File: src/rtl/if_fetch_unit.sv
// Instruction-fetch stage: owns the PC, fetches over a req/ack handshake and queues {pc, inst} for IF/ID.
// Optional perf counters are compiled in with `define IF_FETCH_PERF_CNT_EN.
module if_fetch_unit #(
    parameter int          DEPTH    = 2,
    parameter logic [31:0] RESET_PC = 32'h0000_0000,
    parameter logic [31:0] NOP_INST = 32'h0000_0013
) (
    input  logic        clk,
    input  logic        rst,
    input  logic        pc_en_if,
    input  logic        redirect_valid,
    input  logic [31:0] redirect_pc,
    output logic        imem_req,
    output logic [31:0] imem_addr,
    input  logic        imem_ack,
    input  logic [31:0] imem_rdata,
    output logic        out_valid,
    output logic [31:0] out_pc,
    output logic [31:0] out_inst,
`ifdef IF_FETCH_PERF_CNT_EN
    output logic [31:0] perf_stall_cycles,
    output logic [31:0] perf_flush_count,
`endif
    input  logic        out_ready
);
    localparam int AW = $clog2(DEPTH);
    localparam logic [AW+1:0] DEPTH_W = (AW+2)'(DEPTH);

    typedef enum logic [1:0] {IDLE, REQ, DROP} state_t;

    state_t        state, state_nxt;
    logic [31:0]   pc, drop_addr, last_pc;
    logic [31:0]   q_pc   [DEPTH];
    logic [31:0]   q_inst [DEPTH];
    logic [AW-1:0] rd_ptr, wr_ptr;
    logic [AW:0]   count;
    logic [AW+1:0] count_ext, count_post;
    logic          push, pop, issue_idle, issue_cont;

    assign out_valid  = (count != '0);
    assign push       = (state == REQ) && imem_ack && !redirect_valid;
    assign pop        = out_valid && out_ready && !redirect_valid;
    assign count_ext  = {1'b0, count};
    assign count_post = count_ext + {{(AW+1){1'b0}}, push} - {{(AW+1){1'b0}}, pop};
    // Continuing in REQ looks at the post-push/pop occupancy so a full-rate stream needs only two entries.
    assign issue_idle = pc_en_if && !redirect_valid && (count_ext < DEPTH_W);
    assign issue_cont = pc_en_if && !redirect_valid && (count_post < DEPTH_W);

    assign imem_req  = (state != IDLE);
    assign imem_addr = (state == DROP) ? drop_addr : pc;
    assign out_pc    = out_valid ? q_pc[rd_ptr]   : last_pc;
    assign out_inst  = out_valid ? q_inst[rd_ptr] : NOP_INST;

    always_comb begin
        state_nxt = state;
        case (state)
            IDLE: if (issue_idle) state_nxt = REQ;
            REQ: begin
                if (redirect_valid)  state_nxt = imem_ack ? IDLE : DROP;
                else if (imem_ack)   state_nxt = issue_cont ? REQ : IDLE;
            end
            DROP: if (imem_ack) state_nxt = IDLE;
            default: state_nxt = IDLE;
        endcase
    end

    always_ff @(posedge clk) begin
        if (rst) begin
            state     <= IDLE;
            pc        <= RESET_PC;
            drop_addr <= RESET_PC;
            last_pc   <= '0;
            rd_ptr    <= '0;
            wr_ptr    <= '0;
            count     <= '0;
        end else begin
            state <= state_nxt;
            if (redirect_valid) begin
                pc     <= {redirect_pc[31:2], 2'b00};
                rd_ptr <= '0;
                wr_ptr <= '0;
                count  <= '0;
                // The in-flight address must stay on the bus until memory answers.
                if (state == REQ) drop_addr <= pc;
            end else begin
                if (push) begin
                    wr_ptr <= wr_ptr + AW'(1);
                    pc     <= pc + 32'd4;
                end
                if (pop) begin
                    rd_ptr  <= rd_ptr + AW'(1);
                    last_pc <= q_pc[rd_ptr];
                end
                count <= count_post[AW:0];
            end
        end
    end

    always_ff @(posedge clk) begin
        if (push) begin
            q_pc[wr_ptr]   <= pc;
            q_inst[wr_ptr] <= imem_rdata;
        end
    end

`ifdef IF_FETCH_PERF_CNT_EN
    logic stall_inc;
    assign stall_inc = !pc_en_if || ((state == REQ) && !imem_ack);

    always_ff @(posedge clk) begin
        if (rst) begin
            perf_stall_cycles <= '0;
            perf_flush_count  <= '0;
        end else begin
            if (stall_inc && (perf_stall_cycles != 32'hFFFF_FFFF))
                perf_stall_cycles <= perf_stall_cycles + 32'd1;
            if (redirect_valid && (perf_flush_count != 32'hFFFF_FFFF))
                perf_flush_count <= perf_flush_count + 32'd1;
        end
    end
`endif
endmodule

File: config.mk
export PLATFORM = sky130hd
export DESIGN_NAME = if_fetch_unit
export DESIGN_NICKNAME = d
export VERILOG_FILES = /design/src/rtl/if_fetch_unit.sv
export SDC_FILE = /design/constraint.sdc
export NUM_CORES = 1
export LEC_CHECK = 0
export ABC_AREA = 1
export CORE_ASPECT_RATIO = 1.75
export CORE_MARGIN = 5
export CORE_UTILIZATION = 25
export CTS_CLUSTER_SIZE = 24
export DETAILED_ROUTE_END_ITERATION = 8
export SLEW_MARGIN = 20
export SYNTH_ARGS = -nofsm -noshare
export SYNTH_HDL_FRONTEND = slang
export SYNTH_SLANG_ARGS = --single-unit
File: constraint.sdc
create_clock -name clk -period 8.8 [get_ports clk]
set_clock_uncertainty 0.2 [all_clocks]
set_input_delay 1.76 -clock clk [delete_from_list [all_inputs] [get_ports clk]]
set_output_delay 1.76 -clock clk [all_outputs]
set_load 0.02 [all_outputs]
======== After elaboration in Yosys (flattened, before gate mapping) ========
Memory sizes are Yosys's and may differ from the RTL's. A register that Yosys moved wholly into a read port is not among the register bits.
Index checks and enable logic that the tools add are counted.
word-level totals
  register bits ........................... 102
  bits in writable memories ............... 128
  input port bits ......................... 70
  output and inout port bits .............. 98
  word-level logic and storage cells ...... 57
  memories ................................ 2
memory list
  memory  words  width  rd ports  clocked after Yosys merged registers in  wr ports  line  text
  q_inst  2      32     1         1                                        1         34    logic [31:0] q_inst [DEPTH];
  q_pc    2      32     1         1                                        1         33    logic [31:0] q_pc [DEPTH];
cells by class
  $add $sub $neg .......................... 5
  order comparisons ....................... 2
  equality and inequality tests ........... 5
  muxes and demuxes ....................... 18
  bitwise operators ....................... 1
  reductions and logical operators ........ 16
operators with widths
  kind                                                         count
  two-way mux 32 bit                                           5
  adder 32 x 3 -> 32 bit (second input constant)               1
  two-way mux 2 bit                                            5
  logical AND 1 bit                                            7
  two-way mux 1 bit                                            7
  one-hot mux 2 bit (3 select lines)                           1
  nonzero test 2 bit                                           3
  inequality test 2 bit (second input constant)                2
  AND reduction 2 bit                                          2
  adder 2 x 1 -> 3 bit                                         1
  less-than comparator 3 x 2 -> 1 bit (second input constant)  1
  inequality test 3 bit (second input constant)                1
  AND reduction 3 bit                                          1
  subtractor 3 x 1 -> 3 bit                                    1
  adder 1 bit (second input constant)                          2
  equality test 2 x 1 -> 1 bit (second input constant)         1
  equality test 2 bit (second input constant)                  1
  zero test 2 bit                                              1
  less-than comparator 2 bit (second input constant)           1
  OR reduction 2 bit                                           1
  zero test 1 bit                                              1
  inverter 1 bit                                               1

======== Longest topological paths before layout ========
  depth after elaboration ................. 11
  depth in mapped cells ................... 16
  depth with buffers taken out ............ 15

======== Worst setup path after synthesis ========
OpenSTA, ideal clock, no wires.
  path kind ............................... input to register
  from .................................... input redirect_valid
  to ...................................... memory q_inst[1][0], enable pin
  library setup time ...................... 0.485 ns
  arrival ................................. 4.909 ns
  data required time ...................... 8.115 ns
  path slack .............................. 3.207 ns
  stages .................................. 5
  buffers on the path ..................... 2
  path through ............................ buf_2 > nor2_4 > nand2_2 > buf_6 > nor2_1
between the ends
  longest elaborated chain between the ends .. 4
ends and longest elaborated chain
  element                                  line  text
  start, declared                          11    input logic redirect_valid,
  zero test 1 bit                          41    assign push = (state == REQ) && imem_ack && !redirect_valid;
  logical AND 1 bit                        41
  two-way mux 1 bit                        100   if (push) begin
  two-way mux 1 bit (not written as such)  102   q_inst[wr_ptr] <= imem_rdata;
  end, declared                            34
Every way passes these cells.

==> flow_summary.ini <==
[outcome]
status = complete, no violations

[timing]
finalCritPeriodShare = 0.597
hold_ws_ns = 0.249
setup_ws_ns = 3.54
fmax_mhz = 190
min_period_ns = 5.26
hold_violations = 0
worst_pin_slew_ns = 1.04
slew_headroom = 0.306
finalMaxSlewViolations = 0
grt_setup_unrepaired = no
finalSetupTns_ns = 0
setup_viol = 0

[power_and_ir_drop]
power_leakage_nw = 4.14
peakVddDrop_uv = 114
power.density_nw_per_um2 = 180
totalPowerFinal_w = 0.00226

[clocking]
hold_buffers = 0
cts_num_sinks = 221
clk_transition_reported_paths_ns = 0.07
cts_max_path_buffers = 3
cts_setup_buffers = 0
ctsRootBufferMaster = clkbuf_16
cts_tree = yes
cts_made_buffers = 21
htreeDepth = 1
insertion_delay_ns = 0.51
postCtsResizedCells = 0

[finish]
antenna_cells = 0
drive_gt1_frac = 0.0617
nFillCells = 3971
fin_nets = 1276
syn_to_final_growth_pct = 28.1
fin_cells = 1706

[grt]
track_usage = 0.122
grt_pass1_vias = 7524
grt_pass1_wl_um = 42500
antenna_found_initial = 0
gr-total-overflow = 0
grt_max_degree = 91

[yosys]
synthCells = 1068
ys_seq_area_frac = 0.579
syn_area_um2 = 9780
synth.top_cells.by_area = edfxtp_1, dfxtp_1, nand2_1
synthTopCellsByCount = nand2_1, edfxtp_1, a21oi_1, dfxtp_1, o21ai_0
synthArstFlopShare = 0
ys_ff_latch = 221
synth_top_area_frac = 0.381
yosysTopAreaCell = edfxtp_1
yosysMostFrequentCell = nand2_1
synth_edf_count = 124
ys.flop_type = edfxtp_1
synthDistinctLibCells = 35
yosysWarnings = 0
syn_avg_cell_area_um2 = 9.15

[placement]
dp_hpwl_um = 19400
globalplace.congestion = 0.864
dp_slack_ns = 3.98
port_buffers = 161
dp_cells = 1669

[worst_setup_path]
worstPathArrival_ns = 3.30
crit_chain = buf_4 > mux2i_1 > o21ai_0 > clkdlybuf4s50_1
r2r_slack_ns = 5.14
r2r-start = count[1]
r2r_end = state[0]
cp_max_fo = 32
critical_path_class = flip-flop to output pin
r2r_cells = 15
cp-end-kind = output pin
cpPeakStageDelay_ns = 0.85
required_ns = 6.84
cpMaxStageDelayCell = dfxtp_2
startpoint_type = flip-flop

[detailed_routing]
wire_per_inst_um = 16.1
drt_iter0_drc = 598
drt_pass1_iterations = 5
viasPerCell = 4.54
wl_um = 27500
drc = 0
vias = 7737
ant_nets = 0

[min_path]
whs_endpoint = drop_addr[3]
hp-class = flip-flop to flip-flop
hp-start = drop_addr[3]
hold_depth = 2

[die]
core_um2 = 38900
dieWidth_um = 159
dieArea_um2 = 43300
start_util = 0.251
num_io_pins = 168
die_h_um = 272
num_rows = 96

[job]
maxCapViolations = 0
==> sequential cells by signal, indices dropped and copies added (netlist names), named ones only <==
register	flops
rd_ptr	1
state	2
last_pc	30
q_pc	60
drop_addr	30
pc	30
count	2
wr_ptr	1
q_inst	64
==> through the flow <==
step / util / cell area (um2)
floorplan: - / 9790
global placement: 0.303 / 11800
detailed placement: 0.303 / 11800
CTS: 0.322 / 12500
global route: 0.322 / 12500
finish: 0.322 / 12500
==> placed cells by master, fill, tap and decap left out, types with 6 or more instances in the layout <==
cell type	synthesis	layout
edfxtp_1	124	124
o21ai_1	6	6
o21a_1	30	30
dfxtp_1	97	96
nand3_1	60	60
nand2_1	268	268
a21oi_1	119	119
clkdlybuf4s50_1	0	159
nor2_1	64	61
mux2i_1	30	30
o21ai_0	95	95
buf_4	9	12
nor2_4	8	12
clkbuf_16	0	21
inv_1	59	58
==> cells by family (layout without fill, tap and decap cells) <==
| logic type | count (synthesis) | in the layout | synth area share |
|---|---|---|---|
| compound gates | 261 | 261 | 0.144 |
| xor+xnor | 2 | 2 | 0.00179 |
| fa+ha+maj | 4 | 4 | 0.00589 |
| buf+inv | 127 | 272 | 0.0561 |
| flops | 221 | 221 | 0.579 |
| mux | 30 | 30 | 0.0307 |
| other cells | 1 | 4 | 0.000384 |
| simple gates | 422 | 422 | 0.182 |
==> how the worst max path moves through the flow <==
stage,startpoint,to,slack (ns)
2_1_floorplan,redirect_valid,q_inst[1][0],3.21
4_1_cts,flip-flop,out_pc[29],3.51
5_1_grt,flip-flop,out_pc[14],3.45
6_report,flip-flop,out_pc[18],3.54
3_3_place_gp,out_ready,state[0],4.01
3_5_place_dp,out_ready,state[0],3.98
==> power breakdown <==
group	switching [W]	internal (W)
Sequential	0.0000202	0.00111
Clock	0.000391	0.000556
Combinational	0.000105	0.0000749
==> worst max-delay path: cells and delay by family (launching register included) <==
kind / cells / cell delay [ns]
flops: 1 / 0.85
compound gates: 1 / 0.48
mux: 1 / 0.16
buf+inv: 2 / 1.27
==> metal layers <==
layer	vias to the layer above	track usage	wire length [um]
met5	-	0	0
met4	0	0.0661	1530
met3	75	0.0229	1590
met2	236	0.229	14400
met1	3548	0.127	9980
li1	3878	-	-
==> area by class of cell <==
class	count	area, um2	share of cell area
sequential	221	5670	0.453
inverter	62	233	0.0186
multi-input combinational	723	3600	0.288
timing repair buffer	173	1690	0.135
clock inverter	9	133	0.0106
clock buffer	28	582	0.0465
tap	490	613	0.0490
No activity file was read; power rests on OpenSTA's default activity.
